<file path="src/rtl/tx_result_scheduler_pkg.sv">
// Shared widths, one-hot scheduler states and FIFO status bundle for the
// ALU-result -> UART TX scheduler.
package tx_result_scheduler_pkg;

  localparam int NB_DATA_DEF        = 8;
  localparam int NB_STATE           = 4;
  localparam int TIMEOUT_CYCLES_DEF = 100000;

  typedef enum logic [NB_STATE-1:0] {
    ST_IDLE  = 4'b0001,
    ST_LOAD  = 4'b0010,
    ST_START = 4'b0100,
    ST_WAIT  = 4'b1000
  } state_t;

  // FIFO status seen by the scheduler
  typedef struct packed {
    logic full;
    logic empty;
    logic drop;   // push rejected this cycle (full, no simultaneous pop)
  } fifo_stat_t;

endpackage

</file>
<file path="src/rtl/tx_result_scheduler_fifo.sv">
// Small synchronous FIFO holding result bytes waiting for the transmitter.
// Head is presented combinationally; a push into a full FIFO is accepted only
// when a pop happens on the same edge.
module result_fifo
  import tx_result_scheduler_pkg::*;
#(
  parameter int NB_DATA = NB_DATA_DEF,
  parameter int NB_ADDR = 2
) (
  input  logic               i_clk,
  input  logic               i_reset,
  input  logic               i_push,
  input  logic [NB_DATA-1:0] i_push_data,
  input  logic               i_pop,
  output logic [NB_DATA-1:0] o_head,
  output fifo_stat_t         o_stat,
  output logic [NB_ADDR:0]   o_count
);

  localparam int               DEPTH   = 2**NB_ADDR;
  localparam logic [NB_ADDR:0] CNT_MAX = (NB_ADDR+1)'(DEPTH);

  logic [DEPTH-1:0][NB_DATA-1:0] mem;
  logic [NB_ADDR-1:0]            wr_ptr, rd_ptr;
  logic [NB_ADDR:0]              count;
  logic                          full, empty, do_push, do_pop;

  assign full    = (count == CNT_MAX);
  assign empty   = (count == '0);
  assign do_pop  = i_pop && !empty;
  assign do_push = i_push && (!full || do_pop);

  assign o_head  = mem[rd_ptr];
  assign o_count = count;
  assign o_stat  = '{full: full, empty: empty, drop: i_push && !do_push};

  // pointer and occupancy bookkeeping
  always_ff @(posedge i_clk or posedge i_reset) begin
    if (i_reset) begin
      wr_ptr <= '0;
      rd_ptr <= '0;
      count  <= '0;
    end else begin
      if (do_push) wr_ptr <= wr_ptr + 1'b1;
      if (do_pop)  rd_ptr <= rd_ptr + 1'b1;
      case ({do_push, do_pop})
        2'b10:   count <= count + 1'b1;
        2'b01:   count <= count - 1'b1;
        default: count <= count;
      endcase
    end
  end

  // storage; contents are don't-care until written, so no reset
  always_ff @(posedge i_clk) begin
    if (do_push) mem[wr_ptr] <= i_push_data;
  end

endmodule

</file>
<file path="src/rtl/tx_result_scheduler.sv">
// Queues ALU result bytes and hands them one at a time to the UART TX over a
// start/done handshake. Flags dropped pushes (overflow) and a transmitter
// that never answers (timeout); both flags are sticky until reset.
module tx_result_scheduler
  import tx_result_scheduler_pkg::*;
#(
  parameter int NB_DATA        = NB_DATA_DEF,
  parameter int NB_ADDR        = 2,
  parameter int NB_TIMEOUT     = 17,
  parameter int TIMEOUT_CYCLES = TIMEOUT_CYCLES_DEF
) (
  input  logic               i_clk,
  input  logic               i_reset,
  input  logic               i_result_valid,
  input  logic [NB_DATA-1:0] i_result,
  input  logic               i_tx_done,
  output logic               o_tx_start,
  output logic [NB_DATA-1:0] o_tx_data,
  output logic               o_busy,
  output logic [NB_ADDR:0]   o_fifo_count,
  output logic               o_overflow,
  output logic               o_timeout
);

  localparam logic [NB_TIMEOUT-1:0] TO_LAST = NB_TIMEOUT'(TIMEOUT_CYCLES - 1);

  state_t                state;
  logic [NB_TIMEOUT-1:0] timer;
  logic [NB_DATA-1:0]    head;
  fifo_stat_t            fstat;
  logic                  pop;

  // only IDLE pops, and only when something is queued
  assign pop    = (state == ST_IDLE) && !fstat.empty;
  assign o_busy = (state != ST_IDLE) || !fstat.empty;

  result_fifo #(
    .NB_DATA (NB_DATA),
    .NB_ADDR (NB_ADDR)
  ) u_fifo (
    .i_clk       (i_clk),
    .i_reset     (i_reset),
    .i_push      (i_result_valid),
    .i_push_data (i_result),
    .i_pop       (pop),
    .o_head      (head),
    .o_stat      (fstat),
    .o_count     (o_fifo_count)
  );

  // scheduler FSM, watchdog timer and registered outputs
  always_ff @(posedge i_clk or posedge i_reset) begin
    if (i_reset) begin
      state      <= ST_IDLE;
      timer      <= '0;
      o_tx_start <= 1'b0;
      o_tx_data  <= '0;
      o_overflow <= 1'b0;
      o_timeout  <= 1'b0;
    end else begin
      o_tx_start <= 1'b0;
      if (fstat.drop) o_overflow <= 1'b1;
      case (state)
        ST_IDLE: begin
          if (pop) begin
            o_tx_data <= head;
            state     <= ST_LOAD;
          end
        end
        // one settle cycle so the UART sees stable data before start
        ST_LOAD: begin
          o_tx_start <= 1'b1;
          state      <= ST_START;
        end
        ST_START: begin
          timer <= '0;
          state <= ST_WAIT;
        end
        ST_WAIT: begin
          if (i_tx_done) begin
            state <= ST_IDLE;
          end else if (timer == TO_LAST) begin
            o_timeout <= 1'b1;
            state     <= ST_IDLE;
          end else begin
            timer <= timer + 1'b1;
          end
        end
        default: begin
          state <= ST_IDLE;
          timer <= '0;
        end
      endcase
    end
  end

endmodule

</file>
<file path="config.mk">
export PLATFORM = sky130hd
export DESIGN_NAME = tx_result_scheduler
export DESIGN_NICKNAME = d
export VERILOG_FILES = /design/src/rtl/tx_result_scheduler_pkg.sv /design/src/rtl/tx_result_scheduler_fifo.sv /design/src/rtl/tx_result_scheduler.sv
export SDC_FILE = /design/constraint.sdc
export NUM_CORES = 1
export LEC_CHECK = 0
export ABC_CLOCK_PERIOD_IN_PS = 2300
export CORE_ASPECT_RATIO = 0.9
export CORE_UTILIZATION = 32
export CTS_BUF_LIST = sky130_fd_sc_hd__clkbuf_16
export DETAILED_ROUTE_END_ITERATION = 8
export PLACE_DENSITY_LB_ADDON = 0.3
export SLEW_MARGIN = 20
export SYNTH_ARGS = -nofsm -noshare
export SYNTH_HDL_FRONTEND = slang
export SYNTH_SLANG_ARGS = --single-unit
export TNS_END_PERCENT = 5
</file>
<file path="constraint.sdc">
create_clock -name i_clk -period 2.3 [get_ports i_clk]
set_input_delay 0.46 -clock i_clk [delete_from_list [all_inputs] [get_ports i_clk]]
set_output_delay 0.46 -clock i_clk [all_outputs]
set_load 0.01 [all_outputs]
</file>
==> results by group, run 1 <==
Synth
  • Post-Synthesis Cells: 251
  • Dominant synthesized flop cell: dfrtp_1
  • Syn Nets: 270
  • Synth async-reset ratio: 54.9%
  • Number of synthesized flops with an enable pin: 32
  • Main area contributors after synthesis: edfxtp_1 (29%), dfrtp_1 (29%), mux4_2 (5.5%), mux2_2 (3.1%), ha_1 (2.3%)
  • Register area share after synthesis: 59.2%
  • Yosys top cell by area: edfxtp_1
  • Top cell type's share of synthesized area: 29.3%
  • YS warnings: 0
  • Yosys cell types: 56
  • Yosys reg bits: 71
  • Syn avg cell area: 13.0 sq um
  • Mapped Area: 3270 sq um

Placement
  • Dpl hpwl: 4260 um
  • Worst setup slack after placement: 0.0192 ns
  • GPL Wtd Cong: 0.791
  • I/O Buffers: 26

STA
  • Fin crit share: 97.1%
  • Final setup viols: 0
  • Slew @ Worst Pin: 0.544 ns
  • Max Clk Rate: 0.448 GHz
  • Fin. Hold Viols: 0
  • Minimum clock period: 2.23 ns
  • Fin Setup TNS: 0 ns
  • Setup WS post-layout: 0.0656 ns
  • RSZ-0062 raised after global routing: yes
  • Slew margin rel.: 63.5%
  • Clock Skew: 0.00872 ns
  • Final Slew Violations: 0

Clocking
  • Max Buffers Root-to-Sink: 2
  • Worst-path clk slew: 0.06 ns
  • # hold bufs at CTS: 0
  • Post-CTS Setup Inserts: 0
  • H-Tree Depth: 3
  • Num CTS Buffers: 9
  • CTS root buf: clkbuf_16
  • CTS Sinks: 71
  • CTS tree: yes
  • Clock latency on the worst-skew pair: 0.33 ns

Power and ir drop
  • Power Density: 1210 nW/um^2
  • Total power: 4.93 mW
  • Peak VDD IR: 0.698 mV
  • Pleak: 1.61 nW

Layout
  • Fin util: 41.7%
  • Commonest non-fill, non-tap cell in the layout: dfrtp_1
  • Ant. Diodes: 0
  • Area grow syn2layout: 24.6%
  • Most frequent cells in the layout: dfrtp_1 (38), edfxtp_1 (32), clkdlybuf4s50_1 (25)
  • Layout cells sized above 1: 22.2%
  • Fin nets: 311

Route
  • DRT iter0 DRCs: 86
  • Wire per inst: 15.0 um
  • Vias: 2118
  • # DRC: 0
  • Via-to-Cell Ratio: 5.01
  • Final wirelength: 6360 um
  • Final ANT Viol Nets: 0
  • Drt pass-1 iters: 4

Global routing
  • Largest net degree at the start of global routing: 40
  • First-pass GRT wire length: 10800 um
  • Vias in the first global route: 2141
  • Global Route Usage Sum: 13.4%
  • Global route overflow: 0
  • Initial antenna violation count: 0

Critical path
  • Crit path largest cell delay: 0.53 ns
  • CP Launch Type: flop
  • CP arrival: 1.77 ns
  • Delay-heaviest family, CP: simple AND/OR/NAND/NOR gates
  • WS Path Type: reg2out
  • Req. time, crit path: 1.84 ns
  • Critical Path End Type: output pin
  • Critical-path top delay cell: dfstp_2
  • CP Max Fanout: 5
  • Cells along the critical path: or4b_4 -> nand2b_1 -> clkdlybuf4s15_1
  • CP Buf/Inv Count: 1

Worst hold path
  • Hold Path Class: reg2reg

Outcome
  • Status: finished, final reports clean

Floorplanning
  • Chip height: 98.0 um
  • FP Rows: 34
  • Die area: 10600 sq um
  • Initial Util: 33.5%
  • I/O pins: 27
  • Floorplan Core Area: 9780 sq um
  • Die X: 109 um

Run
  • Max-Cap Viols: 0
==> logic make-up (layout without fill, tap and decap cells) <==
kind of cell	after synthesis	after routing	share of synthesized area, %
and+or+nand+nor	86	86	15.2
muxes	18	18	8.90
DFF	71	71	59.2
buffers and inverters	24	70	3.36
adders and majority gates	7	7	2.90
AOI/OAI and AO/OA	38	38	8.60
xor gates and xnor gates	7	7	1.87
==> cell type report <==
type | instances | area, sq um
Clock buffer | 9 | 225
Clock inverter | 7 | 77.6
Fill cell | 918 | 5700
Inverter | 11 | 41.3
Multi-Input combinational cell | 156 | 1250
Sequential cell | 71 | 1940
Tap cell | 126 | 158
Timing Repair Buffer | 43 | 388
==> sequential cells by signal (all words and copies together) (netlist names) <==
register	flops
u_fifo.mem	32
timer	17
o_tx_data	8
state	4
u_fifo.o_count	3
u_fifo.rd_ptr	2
u_fifo.wr_ptr	2
o_overflow	1
o_timeout	1
o_tx_start	1
==> what timing repair did <==
action,in CTS,in global routing
endpoints found under the setup margin,1,3
gates resized for setup,1,3
pin swaps,0,1
==> path summary, 6_finish.rpt <==
| check | start | endpoint | slack [ns] | cells after the start |
|---|---|---|---|---|
| setup reg to reg | state[0] | u_fifo.o_count[2] | 0.07 | 10 |
| hold / removal | o_overflow | o_overflow | 0.47 | 1 |
| setup / recovery | state[0] | o_busy | 0.07 | 3 |
| max in group asynchronous | i_reset | state[0] | 1.36 | 3 |
| min in group asynchronous | i_reset | o_tx_data[1] | 0.56 | 3 |
| hold reg to reg | o_overflow | o_overflow | 0.47 | 1 |
==> cells in the mapped netlist (all sizes together) (2+ instances only) <==
cell type and count:
a211o 3, a21o 3, a21oi 4, a31oi 5, a41o 3, and3 5
buf 7, clkbuf 6, dfrtp 38, edfxtp 32, ha 6, inv 11
mux2 9, mux4 8, nand2 19, nand3 13, nand4 4, nor2 9
nor2b 2, nor3 8, nor4 4, nor4b 4, o211ai 4, o21ai 6
or2 3, or3 3, or4 5, or4b 2, xnor2 4, xor2 3
==> power by group <==
group          internal [mW]  switching, mW  leakage [nW]
clock                  0.852          0.541         0.147
combinational          0.904          0.807         0.667
sequential              1.66          0.175         0.795
==> per-stage QoR <==
stage	area (sq um)	hold WS, ns	instances
global placement	3770	0.462	407
detailed placement	3770	0.468	407
CTS	4080	0.481	423
global route	4080	0.510	423
finish	4080	0.473	423
floorplan	3300	0.465	251
==> routing by layer <==
| metal | routed length, um | vias up | GRT usage, % |
|---|---|---|---|
| li1 | - | 1042 | - |
| met1 | 3120 | 1038 | 17.6 |
| met2 | 2910 | 30 | 20.7 |
| met3 | 249 | 8 | 4.74 |
| met4 | 74 | 0 | 4.05 |
| met5 | 0 | - | 0 |
(Power assumes the default switching activity.)
==> run 2: changes to the inputs <==
Settings changed: CAP_MARGIN from default to 10, CORE_MARGIN from default to 4.
==> results by group, run 2 (synthesized netlist as in run 1, its figures left out) <==
Outcome
  • Status: finished, final reports clean

Global routing
  • Initial antenna violation count: 0
  • Global route overflow: 0
  • First-pass GRT wire length: 10800 um
  • Largest net degree at the start of global routing: 40
  • Global Route Usage Sum: 11.5%
  • Vias in the first global route: 2061

STA
  • Clock Skew: 0.00648 ns
  • Slew @ Worst Pin: 0.543 ns
  • Final setup viols: 0
  • RSZ-0062 raised after global routing: yes
  • Slew margin rel.: 63.8%
  • Fin crit share: 97.6%
  • Setup WS post-layout: 0.0541 ns
  • Fin Setup TNS: 0 ns
  • Max Clk Rate: 0.445 GHz
  • Final Slew Violations: 0
  • Minimum clock period: 2.25 ns
  • Fin. Hold Viols: 0

Layout
  • Largest register FFs: 32
  • Largest reg by FF count: u_fifo.mem
  • Top Registers: u_fifo.mem x32, timer x17, o_tx_data x8
  • Most frequent cells in the layout: dfrtp_1 (38), edfxtp_1 (32), clkdlybuf4s50_1 (25)
  • Commonest non-fill, non-tap cell in the layout: dfrtp_1
  • Design Area, Final: 4070 sq um
  • Fin util: 41.5%
  • Final Non-Filler Cells: 424
  • Area grow syn2layout: 24.4%
  • Fillers: 913
  • Ant. Diodes: 0
  • Layout cells sized above 1: 22.1%
  • Fin nets: 312

Route
  • Final ANT Viol Nets: 0
  • Drt pass-1 iters: 4
  • DRT iter0 DRCs: 119
  • # DRC: 0
  • Final wirelength: 6510 um
  • Wire per inst: 15.4 um
  • Via-to-Cell Ratio: 5.06
  • Vias: 2147

Power and ir drop
  • Peak VDD IR: 0.766 mV
  • Pleak: 1.60 nW
  • Power Density: 1190 nW/um^2

Placement
  • I/O Buffers: 26
  • Dpl cells: 408
  • Dpl hpwl: 4380 um
  • Worst setup slack after placement: 0.0335 ns
  • GPL Wtd Cong: 0.772
  • Placed inst area: 3790 sq um

Clocking
  • Num CTS Buffers: 9
  • H-Tree Depth: 3
  • CTS tree: yes
  • Worst-path clk slew: 0.06 ns
  • CTS Sinks: 71
  • # hold bufs at CTS: 0
  • Clock latency on the worst-skew pair: 0.32 ns
  • CTS root buf: clkbuf_16
  • Max Buffers Root-to-Sink: 2

Run
  • Max-Cap Viols: 0

Critical path
  • CP Max Fanout: 5
  • Critical-path top delay cell: dfstp_2
  • Cells along the critical path: or4b_4 -> nand3_2 -> and2_4 -> inv_1 -> ha_4 -> inv_2 -> fa_2 -> xor2_1 -> nor2_1 -> xor2_1
  • Number of cells on the worst reg-to-reg path: 10
  • CP arrival: 2.45 ns
  • Crit path largest cell delay: 0.53 ns
  • WS Path Type: reg2reg
  • Req. time, crit path: 2.50 ns
  • Crit path top cell by count: xor2_1
  • CP Launch Type: flop
  • Critical Path End Type: flop

Floorplanning
  • Die X: 115 um
  • Initial Util: 33.3%
  • Floorplan Core Area: 9830 sq um
  • FP Rows: 34
  • Chip height: 104 um
  • I/O pins: 27
  • Die area: 11900 sq um

Worst hold path
  • Min-Delay Path Depth: 1
  • Hold Path Class: reg2reg
run 2: cell types whose count changed in the layout (fill, tap and decap cells not counted), sizes merged:
cell	delta
inv	-2
clkinv	+2
bufinv	-1
clkinvlp	+1
buf	+1
run 2: stage by stage:
step                      total power [mW]  hold WS [ns]
final                                 4.84         0.479
after global routing                  5.14         0.506
after CTS                             4.89         0.491
after detailed placement              3.62         0.474
after global placement                3.59         0.462
after floorplan                       2.97         0.465
run 2: layout make-up:
class	count	area (sq um)	share of cell area [%]
clock buffers	9	225	5.53
clock inverters	7	50.0	1.23
inverters	11	41.3	1.01
multi-input cells	156	1250	30.8
flip-flops and latches	71	1940	47.6
well taps	126	158	3.87
repair buffers	44	408	10.0
run 2: power by group:
group / switching (mW) / internal (mW) / leakage [nW]
Sequential: 0.197 / 1.66 / 0.795
Combinational: 0.809 / 0.918 / 0.676
Clock: 0.528 / 0.730 / 0.133
Total: 1.53 / 3.30 / 1.60
run 2: worst paths after layout:
kind | to | startpoint | slack, ns
worst max-delay path | u_fifo.o_count[2] | state[0] | 0.05
min in group asynchronous | o_tx_data[1] | i_reset | 0.57
max in group asynchronous | state[0] | i_reset | 1.34
worst min register to register | o_overflow | o_overflow | 0.48
worst max register to register | u_fifo.o_count[2] | state[0] | 0.05
worst min-delay path | o_overflow | o_overflow | 0.48
run 2: what timing repair did:
item | 4_1_cts | 5_1_grt
resized for setup | 1 | 3
pin swaps | 0 | 0
endpoints found under the setup margin | 1 | 3
hold endpoints to repair | 0 | 0
setup buffers | 0 | 0
run 2: metal layers:
| layer | share of wire, % | GRT usage, % | up-vias |
|---|---|---|---|
| met2 | 46 | 16.2 | 30 |
| met5 | 0 | 0 | - |
| met3 | 2.8 | 2.39 | 7 |
| met1 | 49 | 16.8 | 1072 |
| met4 | 1.7 | 5.60 | 0 |
| li1 | - | - | 1038 |
run 2: worst max-delay path, delay by kind of cell, from the launching register on:
family / cells / cell delay [ns]
simple gates: 4 / 0.84
flops: 1 / 0.53
fa+ha+maj: 2 / 0.35
xor+xnor: 2 / 0.29
buf+inv: 2 / 0.11
